<file path="src/rtl/clk_div_ctrl.sv">
`default_nettype none
// ----------------------------------------------------------------------------
// clk_div_ctrl : run/stop and glitch-free ratio control for a clock divider
// Revision 1.0
// ----------------------------------------------------------------------------
module clk_div_ctrl #(
  parameter int CNT_W       = 16,
  parameter int DEFAULT_DIV = 2
) (
  input  logic             clk_in,
  input  logic             rst_n,
  input  logic             en,
  input  logic             cfg_valid,
  input  logic [CNT_W-1:0] cfg_div,
  output logic             cfg_ready,
  output logic             clk_out,
  output logic             tick,
  output logic             busy,
  output logic             cfg_err
);

  typedef enum logic [1:0] {
    IDLE     = 2'd0,
    RUN      = 2'd1,
    STOPPING = 2'd2
  } state_t;

  state_t           state;
  logic [CNT_W-1:0] cnt;
  logic [CNT_W-1:0] div;
  logic [CNT_W-1:0] pend_div;
  logic             pend_valid;

  logic accept;
  logic cfg_ok;
  logic wrap;
  logic boundary;

  assign accept   = cfg_valid && cfg_ready;
  assign cfg_ok   = accept && (cfg_div != '0);
  assign wrap     = (cnt == div - CNT_W'(1));
  assign boundary = wrap && clk_out;

  always_ff @(posedge clk_in or negedge rst_n) begin
    if (!rst_n) begin
      state      <= IDLE;
      cnt        <= '0;
      div        <= CNT_W'(DEFAULT_DIV);
      pend_div   <= '0;
      pend_valid <= 1'b0;
      clk_out    <= 1'b0;
      tick       <= 1'b0;
      busy       <= 1'b0;
      cfg_ready  <= 1'b1;
      cfg_err    <= 1'b0;
    end else begin
      tick    <= 1'b0;
      cfg_err <= accept && (cfg_div == '0);
      // Ready drops on a good accept and stays low until one edge after the ratio lands.
      cfg_ready <= cfg_ok ? 1'b0 : !pend_valid;

      case (state)
        IDLE: begin
          cnt     <= '0;
          clk_out <= 1'b0;
          if (pend_valid) begin
            div        <= pend_div;
            pend_valid <= 1'b0;
          end
          if (cfg_ok) begin
            div <= cfg_div;
          end
          if (en) begin
            state <= RUN;
            busy  <= 1'b1;
          end
        end

        default: begin
          if (wrap) begin
            cnt     <= '0;
            clk_out <= !clk_out;
            tick    <= !clk_out;
          end else begin
            cnt <= cnt + CNT_W'(1);
          end

          // New ratios only take effect on a falling edge so no runt pulse can appear.
          if (boundary && pend_valid) begin
            div        <= pend_div;
            pend_valid <= 1'b0;
          end
          if (cfg_ok) begin
            pend_div   <= cfg_div;
            pend_valid <= 1'b1;
          end

          if (en) begin
            state <= RUN;
          end else if ((state == STOPPING) && boundary) begin
            state <= IDLE;
            busy  <= 1'b0;
          end else begin
            state <= STOPPING;
          end
        end
      endcase
    end
  end

endmodule
`default_nettype wire
</file>
<file path="config.mk">
export PLATFORM = sky130hd
export DESIGN_NAME = clk_div_ctrl
export DESIGN_NICKNAME = d
export VERILOG_FILES = /design/src/rtl/clk_div_ctrl.sv
export SDC_FILE = /design/constraint.sdc
export NUM_CORES = 1
export LEC_CHECK = 0
export CAP_MARGIN = 10
export CORE_UTILIZATION = 50
export DETAILED_ROUTE_END_ITERATION = 10
export PLACE_DENSITY = 0.8
export RECOVER_POWER = 25
export SLEW_MARGIN = 20
export SYNTH_ARGS = -nofsm -noshare
export SYNTH_HDL_FRONTEND = slang
export SYNTH_SLANG_ARGS = --single-unit
</file>
<file path="constraint.sdc">
create_clock -name clk_in -period 5.4 [get_ports clk_in]
set_input_delay 1.08 -clock clk_in [delete_from_list [all_inputs] [get_ports clk_in]]
set_output_delay 1.08 -clock clk_in [all_outputs]
set_load 0.01 [all_outputs]
</file>
==> impl_metrics.py <==
metrics = {
    "status": {
        "status": "finished, violations left",
        "violations": "max-capacitance violations, max-slew violations",
    },
    "timing": {
        "timing.fmax_mhz": 243.3,
        "tns_ps": 0,
        "fin_ws_ps": 1289,
        "slew_viol_final": 57,
        "finalCritPeriodShare": 0.7612,
        "period_minus_slack_ps": 4111,
        "worst_slew_pin_slew_ps": 3030,
        "rsz0062_at_grt": "false",
        "fin_skew_ps": 10.73,
        "hold_viol_final": 0,
        "finalSetupViolCount": 0,
        "slew_headroom": -1.020,
    },
    "power": {
        "totalPowerFinal_uw": 1330,
        "p_per_area_mw_per_mm2": 336.0,
        "p_leak_uw": 0.001741,
        "ir_drop_mv": 0.2556,
    },
    "clock_tree": {
        "numCtsBuffers": 5,
        "cts_tree": "built",
        "cts_repair_resize_count": 0,
        "clk_pin_slew_ps": 110,
        "postCtsSetupBuffers": 0,
        "worstSkewPairLatency_ps": 320,
        "clock-sinks": 56,
        "root_buffer": "clkbuf_8",
        "clk_path_buf_depth": 2,
        "cts_hold_buf": 0,
        "cts_max_level": 2,
    },
    "worst_setup_path": {
        "cp_slowest_cell": "or4_1",
        "cp_cell_sequence": "inv_1 -> ha_1 -> or4b_4 -> or4_4 -> a2111oi_4 -> nand4_1 -> or4_1 -> nor2_1 -> o21ai_0",
        "critical-path-top-delay-family": "simple AND/OR/NAND/NOR gates",
        "crit_arrival_ps": 4280,
        "slowest_delay_ps": 940,
        "cp.buffers_inverters": 1,
        "cp_max_fo": 20,
        "crit_type": "reg -> reg",
        "cp.required_ps": 5570,
        "startpoint_type": "flop",
        "crit_start": "div[0]",
        "setup.worst_path.end_class": "flop",
        "rr_startpoint": "div[0]",
    },
    "job": {
        "drv_cap": 1,
    },
    "place": {
        "gp_congestion": 0.9162,
        "io_buffers": 24,
        "post-place-ws_ps": 1346,
        "hpwl_mm": 5.338,
        "place_area_mm2": 0.003872,
    },
    "global_route": {
        "grt_start_max_net_pins": 57,
        "grt-ovfl-total": 0,
        "grt_first_pass_wirelength_mm": 13.05,
        "antenna_found_initial": 0,
        "grt_use_total": 0.2212,
        "grt_pass1_vias": 2707,
    },
    "drt": {
        "drt-pass1-iter-count": 4,
        "ant_nets": 0,
        "route.vias.total": 2839,
        "wirelength_mm": 7.617,
        "drt_iter0_markers": 176,
        "via_per_inst": 5.794,
        "wl_per_cell_um": 15.54,
        "drc": 0,
    },
    "min_path": {
        "min_from": "pend_div[1]",
        "hold_path.class": "reg -> reg",
    },
    "die": {
        "core_mm2": 0.006869,
        "io_pins": 25,
        "rows": 30,
        "chipWidth_um": 86.94,
        "die_height_um": 86.94,
        "start_util": 0.5251,
        "die-area_mm2": 0.007558,
    },
    "synthesis": {
        "ys_seq_elements": 56,
        "async_flop_share": 1.000,
        "synth.avg_cell_area_um2": 9.468,
        "synth_area_mm2": 0.003607,
        "synthDistinctLibCells": 46,
        "ys_top_cells_by_area": "dfrtp_1, mux2i_1, nor2_1, mux2_2, xor2_1",
        "ys_seq_area_frac": 0.3892,
        "ys_warn_count": 0,
        "synth_top_area_cell": "dfrtp_1",
        "synth_edf_count": 0,
        "synth_fp_nets": 405,
        "synth_top_area_share": 0.3746,
        "synthCells": 381,
        "dominantRegCellSynth": "dfrtp_1",
    },
    "finish": {
        "final_cell_mix": "dfrtp_1, nor2_1, mux2i_1, clkdlybuf4s50_1",
        "multiInputGateArea_mm2": 0.002061,
        "diodes": 0,
        "seq_area_mm2": 0.001404,
        "nNetsFinal": 417,
        "final_common_cell": "dfrtp_1",
        "layout-drive-gt1-share": 0.09898,
        "fin_area_mm2": 0.003959,
        "area_growth_pct": 9.747,
        "n_fill_cell": 608,
    },
}
==> layout make-up <==
class	count	area share
Clock buffer	5	0.01738
Clock inverter	3	0.005373
Inverter	10	0.009482
Multi-Input combinational cell	294	0.5205
Sequential cell	56	0.3546
Tap cell	96	0.03034
Timing Repair Buffer	26	0.06226
==> metrics by stage <==
| stage | hold slack [ps] | instances | utilization |
|---|---|---|---|
| 3_3_place_gp | 471.6 | 482 | 0.5632 |
| 6_report | 514.6 | 490 | 0.5763 |
| 5_1_grt | 527.3 | 490 | 0.5763 |
| 3_5_place_dp | 492.1 | 482 | 0.5638 |
| 4_1_cts | 517.2 | 490 | 0.5769 |
| 2_1_floorplan | 414.2 | 381 | - |
==> worst reg2reg max path, cell delays in order, from the launching register on <==
cell and delay, ps:
dfrtp_1 470, inv_1 130, ha_1 310, or4b_4 550, or4_4 450, a2111oi_4 390
nand4_1 150, or4_1 940, nor2_1 420, o21ai_0 150
==> where the power goes <==
group,switching [uW],leakage (uW),internal (uW),total (uW)
clock network,148,0.0000445,92.6,241
logic,247,0.00104,229,476
registers,88.5,0.000651,525,614
total,483,0.00174,847,1330
==> final timing paths <==
kind	slack, ps	end	cells after the start
worst min-delay path	510	pend_div[1]	1
max in group asynchronous	1860	pend_div[2]	2
worst max register to register	1290	pend_valid	9
min in group asynchronous	1850	cnt[13]	2
worst max-delay path	1290	pend_valid	9
worst min register to register	510	pend_div[1]	1
==> cells by family after synthesis <==
| group | count (synthesis) | share of synthesized area |
|---|---|---|
| and+or+nand+nor | 147 | 0.2164 |
| AOI/OAI and AO/OA | 56 | 0.1054 |
| DFF | 56 | 0.3892 |
| muxes | 51 | 0.1471 |
| xor gates and xnor gates | 36 | 0.08741 |
| buffers and inverters | 31 | 0.04058 |
| adders and majority gates | 4 | 0.01387 |
==> cell usage after synthesis (all sizes together), types with 2 or more instances <==
cell,n
nor4,6
buf,4
xnor2,17
and3,21
mux2,16
or2,4
mux2i,35
a22oi,2
nand2,12
or3,3
nor2,49
xor2,19
o21ai,6
dfrtp,54
or4,4
a2111oi,2
dfstp,2
ha,4
nand2b,3
o211ai,17
clkbuf,17
a21oi,21
inv,10
and2,14
nand4,6
nor3,8
nand3,11
==> registers in the layout, indices dropped and copies added, names as in the netlist <==
register / cells
pend_valid: 1
busy: 1
div: 16
tick: 1
cfg_err: 1
clk_out: 1
pend_div: 16
cnt: 16
cfg_ready: 1
state: 2
==> metal layers <==
layer	up-vias	track usage	routed length [um]
met5	-	0	0
met4	0	0.05909	112
met3	13	0.03697	308
met2	61	0.3529	3516
met1	1389	0.3118	3679
li1	1376	-	-
Note: power is estimated with default switching activity, not from simulation.
